### src/rtl/jk_bank_driver_if.sv
// Target stream between a sequencing master and the JK bank driver.
// Latency: none (wires only).
// Backpressure: the master holds tgt_valid/tgt_data/tgt_mode until tgt_ready is seen.
//
// Signals:
//   tgt_valid  master -> driver  target vector offered
//   tgt_ready  driver -> master  driver can take a target
//   tgt_data   master -> driver  requested next Q value per flop
//   tgt_mode   master -> driver  0 = set/reset excitation, 1 = toggle changing bits
interface jk_bank_driver_if #(
  parameter int N = 4
);
  logic         tgt_valid;
  logic         tgt_ready;
  logic [N-1:0] tgt_data;
  logic         tgt_mode;

  modport master (output tgt_valid, output tgt_data, output tgt_mode, input tgt_ready);
  modport slave  (input tgt_valid, input tgt_data, input tgt_mode, output tgt_ready);
endinterface

### src/rtl/jk_bank_driver.sv
// Drives a bank of N JK flops to a requested vector, then checks the Q/QBAR feedback.
// Latency: acceptance edge to done pulse = 2 + SETTLE cycles.
// Backpressure: tgt_ready is high only in IDLE; targets offered while busy wait.
//
// Ports:
//   clock, reset_n     shared clock, async active-low reset
//   tgt                target stream (slave side)
//   j, k               registered excitation to the bank
//   q_fb, qbar_fb      bank feedback
//   busy, done         not-idle flag, one-cycle check-complete pulse
//   err, err_clr       sticky mismatch flag and its synchronous clear
//   mismatch_count     saturating count of failed checks
module jk_bank_driver #(
  parameter int N          = 4,
  parameter int SETTLE     = 1,
  parameter int CW         = 8,
  parameter bit CHECK_QBAR = 1'b1
) (
  input  logic                  clock,
  input  logic                  reset_n,
  jk_bank_driver_if.slave       tgt,
  output logic [N-1:0]          j,
  output logic [N-1:0]          k,
  input  logic [N-1:0]          q_fb,
  input  logic [N-1:0]          qbar_fb,
  output logic                  busy,
  output logic                  done,
  output logic                  err,
  input  logic                  err_clr,
  output logic [CW-1:0]         mismatch_count
);

  typedef enum logic [2:0] {
    S_INIT,
    S_IDLE,
    S_DRIVE,
    S_WAIT,
    S_CHECK
  } state_t;

  localparam logic [3:0]    SETTLE_M1 = 4'(SETTLE - 1);
  localparam logic [CW-1:0] CNT_ONE   = CW'(1);

  state_t         state;
  logic [N-1:0]   shadow;     // what the bank is believed to hold
  logic [N-1:0]   tgt_r;
  logic [3:0]     wait_cnt;

  logic [N-1:0]   toggle;
  logic [N-1:0]   drive_j;
  logic [N-1:0]   drive_k;
  logic           pass;

  // Excitation for the DRIVE cycle, computed from the target as it is accepted.
  // Toggle mode: changing bits get J=K=1, steady bits get explicit set/reset from
  // shadow, so J=K=0 never appears on any bit.
  always_comb begin
    toggle  = tgt.tgt_data ^ shadow;
    drive_j = tgt.tgt_data;
    drive_k = ~tgt.tgt_data;
    if (tgt.tgt_mode) begin
      drive_j = toggle | shadow;
      drive_k = toggle | ~shadow;
    end
  end

  always_comb begin
    pass = (q_fb == tgt_r) && (!CHECK_QBAR || (qbar_fb == ~tgt_r));
  end

  always_ff @(posedge clock or negedge reset_n) begin
    if (!reset_n) begin
      state          <= S_INIT;
      shadow         <= '0;
      tgt_r          <= '0;
      wait_cnt       <= '0;
      j              <= '0;
      k              <= '1;
      tgt.tgt_ready  <= 1'b0;
      busy           <= 1'b1;
      done           <= 1'b0;
      err            <= 1'b0;
      mismatch_count <= '0;
    end else begin
      done <= 1'b0;

      // A failing check in the same cycle overrides this below.
      if (err_clr) begin
        err            <= 1'b0;
        mismatch_count <= '0;
      end

      case (state)
        S_INIT: begin
          // The reset pattern (j=0, k=1) has cleared the bank for one full cycle.
          j             <= shadow;
          k             <= ~shadow;
          tgt.tgt_ready <= 1'b1;
          busy          <= 1'b0;
          state         <= S_IDLE;
        end

        S_IDLE: begin
          if (tgt.tgt_valid && tgt.tgt_ready) begin
            tgt_r         <= tgt.tgt_data;
            j             <= drive_j;
            k             <= drive_k;
            tgt.tgt_ready <= 1'b0;
            busy          <= 1'b1;
            state         <= S_DRIVE;
          end
        end

        S_DRIVE: begin
          // The bank takes the excitation on this edge; fall back to explicit hold.
          shadow   <= tgt_r;
          j        <= tgt_r;
          k        <= ~tgt_r;
          wait_cnt <= SETTLE_M1;
          state    <= S_WAIT;
        end

        S_WAIT: begin
          if (wait_cnt == 4'd0) begin
            state <= S_CHECK;
          end else begin
            wait_cnt <= wait_cnt - 4'd1;
          end
        end

        S_CHECK: begin
          done          <= 1'b1;
          tgt.tgt_ready <= 1'b1;
          busy          <= 1'b0;
          state         <= S_IDLE;
          if (!pass) begin
            err <= 1'b1;
            if (err_clr) begin
              mismatch_count <= CNT_ONE;
            end else if (mismatch_count != '1) begin
              mismatch_count <= mismatch_count + CNT_ONE;
            end
          end
        end

        default: begin
          j             <= '0;
          k             <= '1;
          tgt.tgt_ready <= 1'b0;
          busy          <= 1'b1;
          state         <= S_INIT;
        end
      endcase
    end
  end

endmodule

### src/flat_wrapper.sv
// flat-port wrapper written by rule: the top's interface ports become plain ports
module jk_bank_driver_flat 
#(
  parameter int N          = 4,
  parameter int SETTLE     = 1,
  parameter int CW         = 8,
  parameter bit CHECK_QBAR = 1'b1
)
  (clock, reset_n, j, k, q_fb, qbar_fb, busy, done, err, err_clr, mismatch_count, tgt_tgt_valid, tgt_tgt_data, tgt_tgt_mode, tgt_tgt_ready);
  jk_bank_driver_if #(.N(N)) tgt_i ();
  input  logic clock;
  input  logic reset_n;
  output logic [N-1:0] j;
  output logic [N-1:0] k;
  input  logic [N-1:0] q_fb;
  input  logic [N-1:0] qbar_fb;
  output logic busy;
  output logic done;
  output logic err;
  input  logic err_clr;
  output logic [CW-1:0] mismatch_count;
  input wire logic [$bits(tgt_i.tgt_valid)-1:0] tgt_tgt_valid;
  input wire logic [$bits(tgt_i.tgt_data)-1:0] tgt_tgt_data;
  input wire logic [$bits(tgt_i.tgt_mode)-1:0] tgt_tgt_mode;
  output wire logic [$bits(tgt_i.tgt_ready)-1:0] tgt_tgt_ready;
  assign tgt_i.tgt_valid = tgt_tgt_valid;
  assign tgt_i.tgt_data = tgt_tgt_data;
  assign tgt_i.tgt_mode = tgt_tgt_mode;
  assign tgt_tgt_ready = tgt_i.tgt_ready;
  jk_bank_driver #(.N(N), .SETTLE(SETTLE), .CW(CW), .CHECK_QBAR(CHECK_QBAR)) u_core (.clock(clock), .reset_n(reset_n), .tgt(tgt_i), .j(j), .k(k), .q_fb(q_fb), .qbar_fb(qbar_fb), .busy(busy), .done(done), .err(err), .err_clr(err_clr), .mismatch_count(mismatch_count));
endmodule
### config.mk
export PLATFORM = sky130hd
export DESIGN_NAME = jk_bank_driver_flat
export DESIGN_NICKNAME = d
export VERILOG_FILES = /design/src/rtl/jk_bank_driver_if.sv /design/src/rtl/jk_bank_driver.sv /design/src/flat_wrapper.sv
export SDC_FILE = /design/constraint.sdc
export NUM_CORES = 1
export LEC_CHECK = 0
export ABC_CLOCK_PERIOD_IN_PS = 2700
export CORE_MARGIN = 5
export CORE_UTILIZATION = 26
export DETAILED_ROUTE_END_ITERATION = 12
export PLACE_DENSITY = 0.51
export SYNTH_ARGS = -nofsm -noshare
export SYNTH_HDL_FRONTEND = slang
export SYNTH_SLANG_ARGS = --single-unit
### constraint.sdc
create_clock -name clock -period 2.7 [get_ports clock]
set_clock_uncertainty 0.1 [all_clocks]
set_input_delay 0.54 -clock clock [delete_from_list [all_inputs] [get_ports clock]]
set_output_delay 0.54 -clock clock [all_outputs]
set_load 0.005 [all_outputs]
==> flow_results.org, run 1 <==
** Outcome
- The flow ran to the end, and the final reports show no timing, DRC or antenna violations.

** Placed design
- Worst setup slack before clock tree synthesis :: 292.6 ps
- Buffers on Ports :: 36
- Instance count after placement with tap cells included :: 321
- At the end of routability-driven placement, the weighted congestion stood at 0.7557.
- Post-DP HPWL :: 3.413 mm
- Area of placed instances :: 0.002350 mm^2

** Power and ir drop
- Of the total power, registers draw 0.366.
- Total internal power :: 0.001546 W
- NetSw :: 0.0008591 W
- Of the total power, the share spent switching nets is 0.3573.
- The share of total power dissipated in the clock network is 0.209.
- In this run the power density over the cells is 973.1 mW/mm^2.
- The analysis attributes to cell leakage a power of 1.017 nW.
- The worst-case IR drop observed on VDD is 315.6 uV.
- The share of total power dissipated in combinational logic is 0.425.

** Setup path
- Walking the worst path, the cells encountered are clkdlybuf4s50_1 -> and3b_1 -> o22ai_1 -> o21ai_2 -> or4b_1 -> a21oi_1.
- Setup slack of the worst register-to-register path :: 610 ps
- In this run the number of cells on the critical path is 6.
- The worst setup path is captured at a flop.
- Depth of the worst register-to-register path :: 5
- CP Class :: in -> reg
- For this design, the slowest cell found on the critical path is sky130_fd_sc_hd__or4b_1.
- CP max stage delay :: 520 ps
- Startpoint class of the critical path :: input port
- Of all nets on the critical path, the largest fanout is 3.
- Required time at the worst-slack endpoint :: 2810 ps
- The number of buffers and inverters on the critical path is 1.
- Top cell family by delay on the critical path :: simple AND/OR/NAND/NOR gates
- STA puts the critical path data arrival time at 2220 ps.

** Global routing
- Entering global routing, the biggest net connects 36 pins.
- Global Route Usage Sum :: 0.1079
- Total grt overflow :: 0
- The initial antenna violation count is 0.
- First-pass GRT wire length :: 7.521 mm
- Vias in the first global route :: 1533

** CTS
- Cell chosen for the clock root :: sky130_fd_sc_hd__clkbuf_8
- TritonCTS built the clock tree.
- Buffers inserted to repair hold after CTS numbered 0.
- Worst-skew pair later-pin latency :: 290 ps
- The H-tree was split into 2 levels.
- The clock passes through at most 2 buffers.
- Post-CTS setup buffers :: 0
- Counting every sink on the clock net gives 35.
- Once the clock tree was built, the resizer swapped 0 gates to a different size.
- Clock-pin slew was measured on the worst setup and hold paths at 70 ps.
- Number of buffers created by CTS :: 5

** Detailed routing
- Post-detailed-routing wire length :: 4.571 mm
- Number of detailed-routing iterations run before antenna repair :: 4
- After detailed routing, the number of vias per cell comes to 4.745.
- Vias post-DR :: 1561
- Number of nets still failing antenna checks after routing :: 0
- The first routing iteration left 130 violations.
- Dividing the detail-routed wire length by the instance count gives 13.89 um.
- DRC :: 0

** Timing
- Adding up every negative setup slack in the final design gives 0 ps.
- The worst path meets setup with 590.5 ps of slack.
- Setup repair after global routing left no endpoint under its margin.
- Dividing the final minimum period by the clock period gives 0.7813.
- Setup violations remaining at the end of the flow were counted as 0.
- The max-slew violation count came to 0.
- Final Hold Fails :: 0
- The worst pin sits at a relative slew slack of 0.6217.
- For the pin with the worst max-slew slack, the measured transition is 564.4 ps.
- Final Critical Period :: 2110 ps
- Max Fclk :: 0.4740 GHz

** Final layout
- Fill cells in the final layout number 731.
- Relative to the synthesized area, the layout overhead comes to 32.37%.
- Final standard cell count with taps included and fillers excluded :: 329
- Number of diodes added for antenna fixing :: 0
- The finished cells cover 0.002471 mm^2.
- The net count of the finished layout is 252.
- Of the cells placed in the final design, the portion with a size suffix greater than 1 is 0.1245.
- Post-route core utilization :: 0.3578
- Footprint of the multi-input gates :: 873.3 um^2
- Area occupied by registers :: 882.1 um^2

** Synth
- Most used standard cells in the synthesized netlist :: sky130_fd_sc_hd__dfrtp_1 (30), sky130_fd_sc_hd__inv_1 (14), sky130_fd_sc_hd__o21ai_0 (13), sky130_fd_sc_hd__nand2_1 (12), sky130_fd_sc_hd__nor2_1 (11)
- Counting flops with a built-in enable in the synthesized netlist gives 0.
- The cell count after synthesis came out at 191.
- Post-synthesis async set-or-reset flop share :: 1.000
- The most used flip-flop cell after synthesis is sky130_fd_sc_hd__dfrtp_1.
- Averaged over all synthesized cells, the footprint is 9.774 um^2.
- After synthesis, the netlist uses 44 different library cells.
- Sequential cell area fraction in the yosys report :: 0.4725
- Synthesis produced a netlist with a net count of 211.
- Total of warnings raised by yosys :: 0
- After synthesis the cells add up to 0.001867 mm^2.
- After synthesis, the cell types taking the most area are sky130_fd_sc_hd__dfrtp_1 (40%), sky130_fd_sc_hd__dfstp_2 (7.0%), sky130_fd_sc_hd__o21ai_0 (3.5%), sky130_fd_sc_hd__inv_1 (2.8%), sky130_fd_sc_hd__mux2i_1 (2.7%).
- In the post-synthesis netlist, the cell with the most instances is sky130_fd_sc_hd__dfrtp_1.
- Synthesized flop and latch total :: 35
- The synthesized design spends more area on one cell type than any other, namely sky130_fd_sc_hd__dfrtp_1.
- Yosys top cell area share :: 0.4021

** Floorplan
- Vertical die dimension :: 94.74 um
- Die Wd :: 94.74 um
- Starting density of the core :: 0.2703
- Area of the die :: 0.008975 mm^2
- Core footprint :: 0.006907 mm^2
- Number of ports placed on the die boundary :: 37
- Site row count :: 30

** Min path
- Class of the worst hold path :: reg -> reg
- Counting instances, the worst hold path has a depth of 1.

** Flow run
- Max-cap violations in this run came to 0.
power by group through the flow:
stage	Clock (W)	Combinational [W]	Sequential, W
floorplan	0	0.000685	0.000856
CTS	0.000517	0.00104	0.000885
detailed placement	0	0.00103	0.000895
global route	0.000537	0.00116	0.000909
global placement	0	0.00102	0.000893
finish	0.000502	0.00102	0.000880
kinds of logic (layout without fill, tap and decap cells):
kind of cell,Yosys count,count (layout),share of synthesized area
simple gates,63,63,0.1924
compound gates,56,56,0.1997
flops,35,35,0.4725
buf+inv,24,66,0.05965
mux,9,9,0.05094
fa+ha+maj,3,3,0.02011
xor+xnor,1,1,0.004693
cell type report:
type / count / share of cell area
clock inverters: 2 / 0.01570
repair buffers: 43 / 0.1671
well taps: 96 / 0.04861
inverters: 15 / 0.02481
flip-flops and latches: 35 / 0.3570
clock buffers: 6 / 0.03342
multi-input cells: 132 / 0.3534
through the flow:
stage	hold slack, ps	power, W
after global placement	397.7	0.001915
after detailed placement	402.9	0.001927
after global routing	428.1	0.002607
after floorplan	144.4	0.001541
final	412.8	0.002405
after CTS	419.7	0.002439
per-layer routing:
| metal | vias to the layer above | GRT usage | wire length, um |
|---|---|---|---|
| met5 | - | 0 | 0 |
| met3 | 4 | 0.02550 | 197 |
| li1 | 788 | - | - |
| met2 | 29 | 0.1609 | 2012 |
| met1 | 740 | 0.1528 | 2300 |
| met4 | 0 | 0.03606 | 60 |
layout by cell type, fill, tap and decap left out, drive strengths merged, types with 2 or more instances in the layout:
| cell | count |
|---|---|
| a21oi | 7 |
| a22o | 4 |
| a22oi | 6 |
| a31oi | 6 |
| and3 | 5 |
| and3b | 4 |
| buf | 7 |
| clkbuf | 6 |
| clkdlybuf4s50 | 36 |
| dfrtp | 30 |
| dfstp | 5 |
| ha | 3 |
| inv | 15 |
| mux2 | 4 |
| mux2i | 5 |
| nand2 | 12 |
| nand2b | 2 |
| nand3 | 2 |
| nor2 | 11 |
| nor3 | 9 |
| nor3b | 6 |
| nor4 | 4 |
| o21a | 4 |
| o21ai | 14 |
| o221ai | 3 |
| o22ai | 5 |
| o32ai | 2 |
| or2 | 2 |
| or3 | 2 |
state kept, by name (all words and copies together) (netlist names), 3 cells and up:
register,flops
u_core.wait_cnt,4
u_core.mismatch_count,8
u_core.j,4
u_core.k,4
u_core.shadow,4
u_core.tgt_r,4
u_core.state,3
path summary, 6_finish.rpt:
check	from	endpoint
min	u_core.j[0]	u_core.j[0]
max	qbar_fb[2]	u_core.mismatch_count[5]
max reg2reg	u_core.state[1]	u_core.mismatch_count[5]
min in group asynchronous	reset_n	u_core.wait_cnt[0]
max in group asynchronous	reset_n	u_core.busy
min reg2reg	u_core.j[0]	u_core.j[0]
Note: power is estimated with default switching activity, not from simulation.
==> inputs of run 2 (changes only) <==
--- a/config.mk
+++ b/config.mk
@@ -5,7 +5,7 @@
 export SDC_FILE = /design/constraint.sdc
 export NUM_CORES = 1
 export LEC_CHECK = 0
-export ABC_CLOCK_PERIOD_IN_PS = 2700
+export ABC_CLOCK_PERIOD_IN_PS = 2170
 export CORE_MARGIN = 5
 export CORE_UTILIZATION = 26
 export DETAILED_ROUTE_END_ITERATION = 12
==> constraint.sdc (replaced) <==
create_clock -name clock -period 2.17 [get_ports clock]
set_clock_uncertainty 0.1 [all_clocks]
set_input_delay 0.434 -clock clock [delete_from_list [all_inputs] [get_ports clock]]
set_output_delay 0.434 -clock clock [all_outputs]
set_load 0.005 [all_outputs]
==> flow_results.org, run 2 (synthesis results as in run 1) <==
** Detailed routing
- Number of nets still failing antenna checks after routing :: 0 (unchanged)
- Number of detailed-routing iterations run before antenna repair :: 4 (unchanged)
- Vias per cell :: 4.808 (+1.3%)
- The wire length after detailed routing is 4.708 mm (+3.0%).
- The vias after detailed routing was 1606 (+2.9%).
- The routed length per instance was 14.10 um (+1.5%).
- The detailed router's first-iteration violation count was 71 (-45%).
- The DRC violation count after routing was 0 (unchanged).

** Timing
- The number of hold-slack violations in the final timing report is 0 (unchanged).
- Max Fclk :: 0.5051 GHz
- Final Critical Period :: 1980 ps
- Max Slew Vio Count :: 0 (unchanged)
- Final worst-path setup slack :: 190.3 ps (-400.2 ps)
- Final clock period utilization by the worst path :: 0.9123
- Setup repair after global routing left no endpoint under its margin.
- Final setup violating endpoints :: 0 (unchanged)
- Max_slew headroom :: 0.6910 (+0.06935)
- The transition time at the pin with the least slew margin was 463.5 ps (-101.0 ps).

** Outcome
- Run status :: complete, no violations

** Final layout
- Area occupied by registers :: 882.1 um^2 (unchanged)
- The post-route standard cell area excluding fillers is 0.002524 mm^2 (+2.1%).
- Reg with most FFs :: u_core.mismatch_count
- Share of cells above drive strength 1 :: 0.1429 (+0.01839)
- The number of nets in the layout was 257 (+2.0%).
- Compared with the post-synthesis result, the final layout area differs by 35.19%.
- Most frequent cells in the layout :: sky130_fd_sc_hd__clkdlybuf4s50_1 (36), sky130_fd_sc_hd__dfrtp_1 (30), sky130_fd_sc_hd__inv_1 (14)
- The area occupied by multi-input gates came to 873.3 um^2 (unchanged).
- Post-route core utilization :: 0.3654 (+0.007609)
- Most common cell after layout, fill and taps aside :: sky130_fd_sc_hd__clkdlybuf4s50_1
- The number of flip-flops under the largest register name came to 8 (unchanged).
- Count of filler cells inserted in the layout :: 742 (+1.5%)
- The antenna diode instance count came to 0 (unchanged).
- The final standard cell count with taps included and fillers excluded is 334 (+1.5%).

** Global routing
- The via count of the first global-routing pass is 1531 (-0.13%).
- Total grt overflow :: 0 (unchanged)
- The total global-route track usage is 0.1100 (+0.002100).
- The initial antenna violation count came to 0 (unchanged).
- First-pass GRT wire length :: 7.728 mm (+2.8%)
- Pin count of the biggest net entering global routing :: 36 (unchanged)

** Floorplan
- The die extent in y was 94.74 um (unchanged).
- Site row count :: 30 (unchanged)
- The number of ports placed on the die boundary came to 37 (unchanged).
- The initial standard-cell utilization of the core is 0.2703 (unchanged).
- The horizontal extent of the die came to 94.74 um (unchanged).
- The total core area is 0.006907 mm^2 (unchanged).
- The die footprint came to 0.008975 mm^2 (unchanged).

** Setup path
- Top cell family by delay on the critical path :: compound AO/OA/AOI/OAI gates
- The worst setup path is captured at a flop.
- Critical path depth in cells :: 7 (+1)
- CP endpoint :: u_core.mismatch_count[5]
- CP max stage delay :: 460 ps (-60 ps)
- The required arrival time at the worst endpoint came to 2230 ps (-580 ps).
- The worst setup path is of the in -> reg kind.
- STA classifies the critical path startpoint as an input port.
- The length in cells of the worst reg-to-reg path was 5 (unchanged).
- Cell-by-cell trace of the critical path :: clkdlybuf4s50_1 -> and3b_1 -> o22ai_1 -> o21ai_2 -> buf_4 -> o41ai_1 -> a21oi_1
- Critical Path Slowest Stage Cell :: sky130_fd_sc_hd__clkdlybuf4s50_1
- The worst path arrival time is 2040 ps (-180 ps).
- Maximum fanout count along the critical path :: 4 (+1)
- The register-to-register setup slack came to 200 ps (-410 ps).
- Critical path launch point :: qbar_fb[2]
- WP buf/inv :: 2 (+1)
- In this run the critical register-to-register path is captured at u_core.mismatch_count[5].
- The startpoint identified for the worst register-to-register timing path is u_core.mismatch_count[0].

** Placed design
- The port buffer count is 36 (unchanged).
- The pre-CTS worst setup slack is -167.2 ps (-459.8 ps).
- Instance count after placement with tap cells included :: 326 (+1.6%)
- The post-detailed-placement cell area is 0.002387 mm^2 (+1.6%).
- GPL Wtd Cong :: 0.7757 (+2.6%)
- The estimated wirelength of the detail-placed design is 3.520 mm (+3.1%).

** CTS
- Quantity of gates resized following cts :: 0 (unchanged)
- The cell sitting at the root of the clock tree is a sky130_fd_sc_hd__clkbuf_8.
- Number of sinks handled by clock tree synthesis :: 35 (unchanged)
- Maximum count of clock buffers along a single path :: 2 (unchanged)
- The number of buffers added for setup after CTS was 0 (unchanged).
- The clock latency reported for the late side of the worst-skew pair came to 290 ps (about the same).
- Total number of H-tree levels :: 2 (unchanged)
- Number of buffers inserted for hold repair after clock tree synthesis :: 0 (unchanged)
- TritonCTS built the clock tree.
- Number of buffers created by CTS :: 5 (unchanged)
- The clock-pin slew on the worst setup and hold paths was 80 ps (about the same).

** Min path
- The hold-critical path depth came to 1 (unchanged).
- Class of the worst hold path :: reg -> reg

** Power and ir drop
- Worst VDD drop :: 438.6 uV (+39%)
- The internal power is 0.002027 W (+31%).
- The share of power burned in the clock network is 0.228 (+0.019).
- The sequential cell fraction of total power came to 0.362 (-0.004).
- Relative contribution of combinational cells to total power :: 0.410 (-0.015)
- Switching share of power :: 0.3491 (-0.008172)
- NetSw :: 0.001087 W (+27%)
- Leakage power :: 1.043 nW (+2.6%)
- The power per cell area was 1234 mW/mm^2 (+27%).

** Flow run
- The max-capacitance violation count came to 0 (unchanged).
==> run 2: cell count changes in the layout (fill, tap and decap cells not counted) <==
cell / before / now
sky130_fd_sc_hd__clkbuf_8: 6 / 5
sky130_fd_sc_hd__clkinvlp_4: 0 / 1
sky130_fd_sc_hd__buf_4: 7 / 12
sky130_fd_sc_hd__inv_6: 1 / 0
sky130_fd_sc_hd__bufinv_16: 1 / 2
==> run 2: worst reg2reg max path: stages (launching register included) <==
cell                      delay (ps)
sky130_fd_sc_hd__dfrtp_1         440
sky130_fd_sc_hd__ha_1            260
sky130_fd_sc_hd__and3_1          230
sky130_fd_sc_hd__and3_1          250
sky130_fd_sc_hd__or4b_1          470
sky130_fd_sc_hd__a21oi_1         150
==> run 2: per-stage QoR <==
stage                     hold slack [ps]  setup TNS [ps]  total power (W)
after global routing                433.2               0         0.003348
after global placement              400.0          -239.3         0.002411
after detailed placement            403.5          -454.0         0.002429
after CTS                           420.3               0         0.003151
final                               409.7               0         0.003114
after floorplan                     38.41               0         0.001918
==> run 2: area by class of cell <==
cell class | instances | share of cell area
Clock buffer | 5 | 0.02727
Clock inverter | 3 | 0.02677
Inverter | 15 | 0.02429
Multi-Input combinational cell | 132 | 0.3461
Sequential cell | 35 | 0.3495
Tap cell | 96 | 0.04760
Timing Repair Buffer | 48 | 0.1785
==> run 2: worst min-delay path by stage <==
stage,start,end,slack [ps]
floorplan,reset_n,u_core.done,40
finish,u_core.j[1],u_core.j[1],410
global placement,u_core.wait_cnt[1],u_core.wait_cnt[1],400
detailed placement,u_core.j[1],u_core.j[1],400
CTS,u_core.j[1],u_core.j[1],420
global route,u_core.j[1],u_core.j[1],430
==> run 2: routing by layer <==
layer	part of all wire	wire length [um]	vias up	global-route usage
met3	0.042	200	7	0.01912
met4	0.017	78	0	0.04327
met2	0.44	2050	36	0.1644
met1	0.51	2379	768	0.1570
li1	-	-	795	-
met5	0	0	-	0
==> run 2: power by group through the flow <==
stage / Combinational, W / Clock [W] / Sequential (W)
floorplan: 0.000852 / 0 / 0.00107
global placement: 0.00127 / 0 / 0.00115
detailed placement: 0.00128 / 0 / 0.00115
CTS: 0.00129 / 0.000727 / 0.00113
global route: 0.00143 / 0.000755 / 0.00117
finish: 0.00128 / 0.000710 / 0.00113
